`config.mk`:
```
export PLATFORM = sky130hd
export DESIGN_NAME = occ_interval_update_flat
export DESIGN_NICKNAME = d
export VERILOG_FILES = /design/src/rtl/occ_interval_update_pkg.sv /design/src/rtl/occ_interval_update_if.sv /design/src/rtl/occ_interval_update_lane_sel.sv /design/src/rtl/occ_interval_update.sv /design/src/flat_wrapper.sv
export SDC_FILE = /design/constraint.sdc
export NUM_CORES = 1
export LEC_CHECK = 0
export ABC_CLOCK_PERIOD_IN_PS = 2620
export CAP_MARGIN = 20
export CORE_MARGIN = 4
export CORE_UTILIZATION = 41
export CTS_BUF_LIST = sky130_fd_sc_hd__clkbuf_4
export DETAILED_ROUTE_END_ITERATION = 16
export GPL_TIMING_DRIVEN = 0
export PLACE_DENSITY = 0.79
export SLEW_MARGIN = 20
export SYNTH_ARGS = -nofsm -noshare
export SYNTH_HDL_FRONTEND = slang
export SYNTH_SLANG_ARGS = --single-unit
```
`constraint.sdc`:
```
create_clock -name clk -period 2.62 [get_ports clk]
set_clock_uncertainty 0.05 [all_clocks]
set_input_delay 0.524 -clock clk [delete_from_list [all_inputs] [get_ports clk]]
set_output_delay 0.524 -clock clk [all_outputs]
set_load 0.02 [all_outputs]
```
`src/rtl/occ_interval_update_pkg.sv`:
```
// occ_interval_update_pkg: shared widths, base codes and FSM states for the Occ interval step.
package occ_interval_update_pkg;
   localparam int PTR_W = 8;
   localparam int CNT_W = 8;
   typedef enum logic [1:0] {BASE_A, BASE_C, BASE_G, BASE_T} base_e;
   typedef enum logic [1:0] {IDLE, READ, CALC, DONE} state_e;
endpackage

```
`src/rtl/occ_interval_update_if.sv`:
```
// occ_interval_update_if: request, Occ ROM and result signals of one backward-search step.
interface occ_interval_update_if;
   import occ_interval_update_pkg::*;
   logic               in_valid;
   logic               in_ready;
   logic [1:0]         in_base;
   logic [PTR_W-1:0]   in_k;
   logic [PTR_W-1:0]   in_l;
   logic [4*PTR_W-1:0] c_table;
   logic               rom_ce;
   logic [PTR_W-1:0]   rom_addr_1;
   logic [PTR_W-1:0]   rom_addr_2;
   logic [31:0]        rom_data_1;
   logic [31:0]        rom_data_2;
   logic               out_valid;
   logic               out_ready;
   logic [PTR_W-1:0]   out_k;
   logic [PTR_W-1:0]   out_l;
   logic               out_empty;
   logic               out_ovf;
   modport slave (
      input  in_valid, in_base, in_k, in_l, c_table, rom_data_1, rom_data_2, out_ready,
      output in_ready, rom_ce, rom_addr_1, rom_addr_2, out_valid, out_k, out_l, out_empty, out_ovf
   );
   modport master (
      output in_valid, in_base, in_k, in_l, c_table, rom_data_1, rom_data_2, out_ready,
      input  in_ready, rom_ce, rom_addr_1, rom_addr_2, out_valid, out_k, out_l, out_empty, out_ovf
   );
endinterface

```
`src/rtl/occ_interval_update_lane_sel.sv`:
```
// occ_lane_sel: picks the count of one base out of a packed {T,G,C,A} Occ word.
module occ_lane_sel
   import occ_interval_update_pkg::*;
(
   input  logic [31:0]      word_i,
   input  logic [1:0]       base_i,
   output logic [CNT_W-1:0] cnt_o
);
   assign cnt_o = word_i[base_i*CNT_W +: CNT_W];
endmodule

```
`src/rtl/occ_interval_update.sv`:
```
// occ_interval_update: one FM-index backward-search step, k'=C[a]+Occ(a,k-1)+1, l'=C[a]+Occ(a,l).
module occ_interval_update
   import occ_interval_update_pkg::*;
(
   input logic                 clk,
   input logic                 rst_n,
   occ_interval_update_if.slave bus
);
   state_e           state_q, state_d;
   logic [1:0]       base_q;
   logic [PTR_W-1:0] k_q, l_q, c_q, out_k_q, out_l_q;
   logic [CNT_W-1:0] occ_k_q, occ_l_q, lane_1, lane_2;
   logic [PTR_W:0]   sum_k, sum_l;
   logic             empty_q, ovf_q;

   occ_lane_sel u_sel_1 (.word_i(bus.rom_data_1), .base_i(base_q), .cnt_o(lane_1));
   occ_lane_sel u_sel_2 (.word_i(bus.rom_data_2), .base_i(base_q), .cnt_o(lane_2));

   always_ff @(posedge clk or negedge rst_n)
      if (!rst_n) state_q <= IDLE;
      else        state_q <= state_d;

   always_comb begin
      state_d = state_q;
      state_d = (state_q == IDLE && bus.in_valid) ? READ :
                (state_q == READ)                 ? CALC :
                (state_q == CALC)                 ? DONE :
                (state_q == DONE && bus.out_ready) ? IDLE : state_q;
   end

   // Sums carry one extra bit so overflow and the empty compare see the true value
   assign sum_k = {1'b0, c_q} + {{(PTR_W-CNT_W+1){1'b0}}, occ_k_q} + 1'b1;
   assign sum_l = {1'b0, c_q} + {{(PTR_W-CNT_W+1){1'b0}}, occ_l_q};

   always_ff @(posedge clk or negedge rst_n)
      if (!rst_n) begin
         base_q  <= '0;
         k_q     <= '0;
         l_q     <= '0;
         c_q     <= '0;
         occ_k_q <= '0;
         occ_l_q <= '0;
         out_k_q <= '0;
         out_l_q <= '0;
         empty_q <= 1'b0;
         ovf_q   <= 1'b0;
      end else if (state_q == IDLE && bus.in_valid) begin
         base_q <= bus.in_base;
         k_q    <= bus.in_k;
         l_q    <= bus.in_l;
         c_q    <= bus.c_table[bus.in_base*PTR_W +: PTR_W];
      end else if (state_q == READ) begin
         occ_k_q <= (k_q == '0) ? '0 : lane_1;
         occ_l_q <= lane_2;
      end else if (state_q == CALC) begin
         out_k_q <= sum_k[PTR_W-1:0];
         out_l_q <= sum_l[PTR_W-1:0];
         empty_q <= sum_k > sum_l;
         ovf_q   <= sum_k[PTR_W] | sum_l[PTR_W];
      end

   assign bus.in_ready   = state_q == IDLE;
   assign bus.rom_ce     = state_q == READ;
   assign bus.rom_addr_1 = (state_q == READ && k_q != '0) ? k_q - 1'b1 : '0;
   assign bus.rom_addr_2 = (state_q == READ) ? l_q : '0;
   assign bus.out_valid  = state_q == DONE;
   assign bus.out_k      = out_k_q;
   assign bus.out_l      = out_l_q;
   assign bus.out_empty  = empty_q;
   assign bus.out_ovf    = ovf_q;
endmodule

```
`src/flat_wrapper.sv`:
```
// flat-port wrapper written by rule: the top's interface ports become plain ports
module occ_interval_update_flat import occ_interval_update_pkg::*;
  (clk, rst_n, bus_in_valid, bus_in_base, bus_in_k, bus_in_l, bus_c_table, bus_rom_data_1, bus_rom_data_2, bus_out_ready, bus_in_ready, bus_rom_ce, bus_rom_addr_1, bus_rom_addr_2, bus_out_valid, bus_out_k, bus_out_l, bus_out_empty, bus_out_ovf);
  occ_interval_update_if bus_i ();
  input logic clk;
  input logic rst_n;
  input wire logic [$bits(bus_i.in_valid)-1:0] bus_in_valid;
  input wire logic [$bits(bus_i.in_base)-1:0] bus_in_base;
  input wire logic [$bits(bus_i.in_k)-1:0] bus_in_k;
  input wire logic [$bits(bus_i.in_l)-1:0] bus_in_l;
  input wire logic [$bits(bus_i.c_table)-1:0] bus_c_table;
  input wire logic [$bits(bus_i.rom_data_1)-1:0] bus_rom_data_1;
  input wire logic [$bits(bus_i.rom_data_2)-1:0] bus_rom_data_2;
  input wire logic [$bits(bus_i.out_ready)-1:0] bus_out_ready;
  output wire logic [$bits(bus_i.in_ready)-1:0] bus_in_ready;
  output wire logic [$bits(bus_i.rom_ce)-1:0] bus_rom_ce;
  output wire logic [$bits(bus_i.rom_addr_1)-1:0] bus_rom_addr_1;
  output wire logic [$bits(bus_i.rom_addr_2)-1:0] bus_rom_addr_2;
  output wire logic [$bits(bus_i.out_valid)-1:0] bus_out_valid;
  output wire logic [$bits(bus_i.out_k)-1:0] bus_out_k;
  output wire logic [$bits(bus_i.out_l)-1:0] bus_out_l;
  output wire logic [$bits(bus_i.out_empty)-1:0] bus_out_empty;
  output wire logic [$bits(bus_i.out_ovf)-1:0] bus_out_ovf;
  assign bus_i.in_valid = bus_in_valid;
  assign bus_i.in_base = bus_in_base;
  assign bus_i.in_k = bus_in_k;
  assign bus_i.in_l = bus_in_l;
  assign bus_i.c_table = bus_c_table;
  assign bus_i.rom_data_1 = bus_rom_data_1;
  assign bus_i.rom_data_2 = bus_rom_data_2;
  assign bus_i.out_ready = bus_out_ready;
  assign bus_in_ready = bus_i.in_ready;
  assign bus_rom_ce = bus_i.rom_ce;
  assign bus_rom_addr_1 = bus_i.rom_addr_1;
  assign bus_rom_addr_2 = bus_i.rom_addr_2;
  assign bus_out_valid = bus_i.out_valid;
  assign bus_out_k = bus_i.out_k;
  assign bus_out_l = bus_i.out_l;
  assign bus_out_empty = bus_i.out_empty;
  assign bus_out_ovf = bus_i.out_ovf;
  occ_interval_update u_core (.clk(clk), .rst_n(rst_n), .bus(bus_i));
endmodule
```
# Word-level counts from Yosys, hierarchy flattened
# Index checks and enable logic that the tools add are counted.
[totals] wordCells=41 out_inout_bits=37 regBits=62 inputBits=118
[op_classes] magnitude_cmp=1 shifts=3 n_eq_ne=3 reduce_logical=9 bitwise_logic=3 addsub=4 muxes=7
[op_table] op="$shiftx A32 B6 Y8" n=3
[op_table] op="$mux W8" n=3
[op_table] op="$add A8 B8 Y9" n=2
[op_table] op="$add A9 B1 Y9 const B" n=1
[op_table] op="$gt A9 B9 Y1" n=1
[op_table] op="$logic_not A8 Y1" n=1
[op_table] op="$mux W2" n=4
[op_table] op="$reduce_bool A8 Y1" n=1
[op_table] op="$sub A8 B1 Y8 const B" n=1
[op_table] op="$eq A2 B2 Y1 const B" n=2
[op_table] op="$reduce_bool A4 Y1" n=1
[op_table] op="$logic_and A1 B1 Y1" n=3
[op_table] op="$reduce_and A3 Y1" n=1
[op_table] op="$eq A2 B1 Y1 const B" n=1
[op_table] op="$logic_not A2 Y1" n=1
[op_table] op="$not A1 Y1" n=2
[op_table] op="$reduce_and A2 Y1" n=1
[op_table] op="$or A1 B1 Y1" n=1

# Logic depth before layout (Yosys ltp)
[logic_depth] ltp_word=6 ltp_mapped=14 mapped_depth_nobuf=14

# Cells and area by module
# Synthesis repeated with hierarchy kept, for this count alone.
[unflattened] hier_cells=341 hier_area_um2=4031.4
[modules_own_cells] mod="occ_interval_update" cells_each=321 instances=1 seq_area_each_um2=1551.5 area_each_um2=3638.5
[modules_own_cells] mod="occ_lane_sel" cells_each=10 instances=2 seq_area_each_um2=0.0 area_each_um2=196.4

# Worst setup path before layout
# OpenSTA, ideal clock, no wires.
[synth_path] kind="register to register" from="register u_core.c_q[0]" to="register u_core.empty_q, in the netlist u_core.bus.out_empty" slack_ps=-3 setup_time_ps=147 synth_period_minus_slack_ps=2623 path_stages_with_launch=15 arrival_time_ps=2426 required_ps=2423 n_path_buf=0 path_cell_list="dfrtp_1 -> ha_1 -> inv_1 -> fa_1 -> nor2b_1 -> o31a_1 -> o21ai_1 -> nor3b_1 -> or2_1 -> ha_1 -> a21o_1 -> a21oi_1 -> nor2_1 -> nor2_1 -> a31oi_1"
[synth_between] elab_chain_len=3 elab_cells_between_ends=4 cone_classes="add/sub: 3; order compare: 1"
[synth_lines] element="start: declaration" line_no="occ_interval_update.sv:11" rtl="logic [PTR_W-1:0] k_q, l_q, c_q, out_k_q, out_l_q;"
[synth_lines] element="start signal: assignment" line_no="occ_interval_update.sv:51" rtl="c_q <= bus.c_table[bus.in_base*PTR_W +: PTR_W];"
[synth_lines] element="$add A8 B8 Y9" line_no="occ_interval_update.sv:32" rtl="assign sum_k = {1'b0, c_q} + {{(PTR_W-CNT_W+1){1'b0}}, occ_k_q} + 1'b1;"
[synth_lines] element="$add A9 B1 Y9" line_no="occ_interval_update.sv:32"
[synth_lines] element="$gt A9 B9 Y1 *" line_no="occ_interval_update.sv:58" rtl="empty_q <= sum_k > sum_l;"
[synth_lines] element="end signal: assignment" line_no="occ_interval_update.sv:58"
[synth_lines] element="end: declaration" line_no="occ_interval_update.sv:14" rtl="logic empty_q, ovf_q;"
# Mark *: on every way between the ends. The rest lies on a longest branch, timed or not.
# A chain may end at the register's enable or synchronous reset.

# Worst setup path in the final report
[layout_path] from="register u_core.occ_l_q[0]" to="register u_core.empty_q, in the netlist u_core.bus.out_empty"
[layout_between] elab_chain_len=2
[layout_lines] element="start: declaration" line_no="occ_interval_update.sv:12" rtl="logic [CNT_W-1:0] occ_k_q, occ_l_q, lane_1, lane_2;"
[layout_lines] element="start signal: assignment" line_no="occ_interval_update.sv:54" rtl="occ_l_q <= lane_2;"
[layout_lines] element="$add A8 B8 Y9" line_no="occ_interval_update.sv:33" rtl="assign sum_l = {1'b0, c_q} + {{(PTR_W-CNT_W+1){1'b0}}, occ_l_q};"
[layout_lines] element="$gt A9 B9 Y1" line_no="occ_interval_update.sv:58"
# Every way passes these cells.

==> results.sh <==
export IMPL_cts_root_buf="clkbuf_4"
export IMPL_cp_data_required_time_ps=2850
export IMPL_clock_fmax_mhz=364.4
export IMPL_reg2reg_depth=14
export IMPL_relSlewSlack=0.5564
export IMPL_place_gp_congestion=0.8265
export IMPL_antenna_found_initial=0
export IMPL_fp_dieW_um=107.1
export IMPL_rr_startpoint="u_core.occ_l_q[0]"
export IMPL_met1_usage=0.2275
export IMPL_critical_path_class="flop to flop"
export IMPL_rows=35
export IMPL_dp_cells=631
export IMPL_drt_pass1_iterations=4
export IMPL_endpoint_kind="flop"
export IMPL_tightest_slew_ps=665.4
export IMPL_core_um2=9415
export IMPL_use_met3=0.06141
export IMPL_cts_buffers=9
export IMPL_min_from="u_core.bus.out_l[3]"
export IMPL_htree_levels=3
export IMPL_port_buffers=152
export IMPL_slew_violations=0
export IMPL_cp_start_kind="flop"
export IMPL_clkSlewWorstSetupHoldPaths_ps=120
export IMPL_avgSynthCellArea_um2=11.54
export IMPL_postLayoutCellArea_um2=6113
export IMPL_cts_sinks=62
export IMPL_clk_path_buf_depth=2
export IMPL_cts_tree="yes"
export IMPL_status="finished with violations"
export IMPL_min_period_over_period=1.048
export IMPL_synthFlopType="dfrtp_1"
export IMPL_num_fill_cells=784
export IMPL_ios=155
export IMPL_initial_utilization=0.4278
export IMPL_final_antenna_net_count=0
export IMPL_peakVddDrop_mv=0.6880
export IMPL_grt_ovfl_total=0
export IMPL_grt_usage=0.2062
export IMPL_crit_arrival_ps=2980
export IMPL_cp_max_fo=3
export IMPL_power_density_nw_per_um2=1293
export IMPL_seq_area_frac_synth=0.3852
export IMPL_ys_types=49
export IMPL_multiInputGateArea_um2=2359
export IMPL_setup_ws_ps=-124.6
export IMPL_fin_crit_ps=2745
export IMPL_rsz0062_at_grt="yes"
export IMPL_violations="setup timing"
export IMPL_diodes=0
export IMPL_grt_pass1_vias=3667
export IMPL_synth_area_um2=4028
export IMPL_synthCells=349
export IMPL_seq_area_um2=1553
export IMPL_via_count=3400
export IMPL_die_area_um2=11470
export IMPL_drive_above_1_share=0.2831
export IMPL_grtUsageMet2=0.3807
export IMPL_hp_class="flop to flop"
export IMPL_synth_fp_nets=500
export IMPL_r2r_end="u_core.bus.out_empty"
export IMPL_drc=0
export IMPL_finalNonFillerCells=666
export IMPL_synth_edff_count=0
export IMPL_setup_viol=1
export IMPL_grt_pass1_wl_um=18200
export IMPL_tns_ps=-124.6
export IMPL_hold_depth=2
export IMPL_dieHeight_um=107.1
export IMPL_top_usage_layer="met2"
export IMPL_nNetsFinal=683
export IMPL_maxCapViolations=0
export IMPL_ys_ff_latch=62
export IMPL_hold_path_end="u_core.bus.out_l[3]"
export IMPL_vias_per_cell=5.105
export IMPL_wl_per_cell_um=17.25
export IMPL_synth_async_reset_ratio=1.000
export IMPL_place_area_um2=5733
export IMPL_hold_viol_final=0
export IMPL_power_mw=7.903
export IMPL_syn_to_final_growth_pct=51.79
export IMPL_worstSkewPairLatency_ps=440
export IMPL_final_util=0.6493
export IMPL_drt_iter0_markers=95
export IMPL_yosys_warnings=0
export IMPL_hpwlAfterDp_um=9220
export IMPL_wl_um=11490
export IMPL_p_leak_nw=2.649
export IMPL_grt_max_degree=36
export IMPL_r2r_setup_slack_ps=-120
[worst max path at each step]
stage	start	to	slack, ps	cells after the start
2_1_floorplan	u_core.c_q[0]	u_core.bus.out_empty	20	14
3_3_place_gp	rst_n	u_core.k_q[4]	-1000	1
3_5_place_dp	u_core.c_q[0]	u_core.bus.out_empty	-300	14
4_1_cts	u_core.c_q[0]	u_core.bus.out_empty	-190	14
5_1_grt	u_core.occ_l_q[0]	u_core.bus.out_empty	-270	14
6_report	u_core.occ_l_q[0]	u_core.bus.out_empty	-120	14
[metrics by stage]
stage	worst slack (ps)	hold slack (ps)
global route	-272.7	468.2
floorplan	16.43	178.4
finish	-124.6	442.0
CTS	-189.2	447.3
global placement	-1002	419.0
detailed placement	-297.6	419.9
[worst max-delay path: stages (launching register included)]
cell,delay (ps)
dfrtp_1,400
ha_2,200
inv_2,40
fa_2,350
nor2b_2,130
o31a_1,170
o21ai_2,80
nor3b_2,160
or2_1,220
ha_1,290
a21o_1,170
a21oi_2,110
nor2_1,50
nor2_1,80
a31oi_1,80
[layout make-up]
class,count,area share
inverter,32,0.01965
sequential,62,0.2540
timing repair buffer,173,0.2732
clock inverter,7,0.01842
buffer,14,0.01146
clock buffer,9,0.01105
tap,129,0.02640
multi-input combinational,240,0.3858
[synth_stat cells, types with 2 or more instances]
cell	instances	area share
a21boi_0	2	0.0037
nand4_1	2	0.0031
nor2_1	19	0.018
inv_1	32	0.030
a31o_2	3	0.0065
o22ai_1	9	0.014
fa_1	2	0.0099
buf_2	4	0.0050
xor2_1	7	0.015
nand2_1	18	0.017
xnor2_1	7	0.015
clkbuf_1	7	0.0065
a21oi_1	12	0.015
mux4_2	24	0.13
nand3_1	6	0.0075
nor2b_1	2	0.0031
o21a_1	5	0.0093
ha_1	31	0.096
o21ai_0	14	0.017
nor3_1	3	0.0037
a211oi_1	2	0.0037
and2_1	8	0.012
a21o_1	4	0.0075
buf_4	2	0.0037
mux2_2	39	0.11
dfrtp_1	62	0.39
[registers in the layout, summed over array words and instances (netlist names)]
| register | flops |
|---|---|
| u_core.base_q | 2 |
| u_core.bus.out_empty | 1 |
| u_core.bus.out_k | 8 |
| u_core.bus.out_l | 8 |
| u_core.bus.out_ovf | 1 |
| u_core.c_q | 8 |
| u_core.k_q | 8 |
| u_core.l_q | 8 |
| u_core.occ_k_q | 8 |
| u_core.occ_l_q | 8 |
| u_core.state_q | 2 |
[logic make-up (layout without fill, tap and decap cells)]
family	count (synthesis)	in the layout	share of synthesized area
and+or+nand+nor	67	67	0.08233
muxes	64	64	0.2470
DFF	62	62	0.3852
AOI/OAI and AO/OA	62	62	0.1016
adders and majority gates	33	33	0.1062
xor gates and xnor gates	14	14	0.03044
buffers and inverters	47	235	0.04722
[routing by layer]
| metal | up-vias | routed length [um] |
|---|---|---|
| li1 | 1638 | - |
| met1 | 1648 | 4314 |
| met2 | 100 | 6345 |
| met3 | 14 | 666 |
| met4 | 0 | 162 |
| met5 | - | 0 |
[timing repair]
item / CTS / global route
endpoints found under the hold margin: 27 / 0
pin swaps: 10 / 9
setup endpoints to repair: 17 / 17
gates cloned: 1 / 0
resized for setup: 74 / 23
hold buffers: 1 / 0
buffers inserted: 15 / 4
[cell usage in the layout (no fill, tap or decap), drive strengths merged, types with 2 or more instances in the layout]
master / n
a21o: 4
dfrtp: 62
nand2: 18
and2: 8
a211oi: 2
o21ai: 15
o31ai: 2
clkbuf: 19
a21boi: 3
mux2: 40
mux4: 24
inv: 32
a31o: 3
xor2: 7
xnor2: 7
ha: 31
nand4: 2
a21oi: 12
nor2b: 2
clkdlybuf4s15: 4
nor2: 19
o21a: 5
clkdlybuf4s50: 135
fa: 2
clkinv: 3
bufinv: 3
nor3: 4
o22ai: 9
buf: 37
nand3: 6
[power breakdown]
group          switching, mW  internal, mW  leakage, nW
Sequential             0.358          1.46        0.743
Combinational           2.58          2.66         1.81
Clock                  0.365         0.477       0.0957
(Power assumes the default switching activity.)
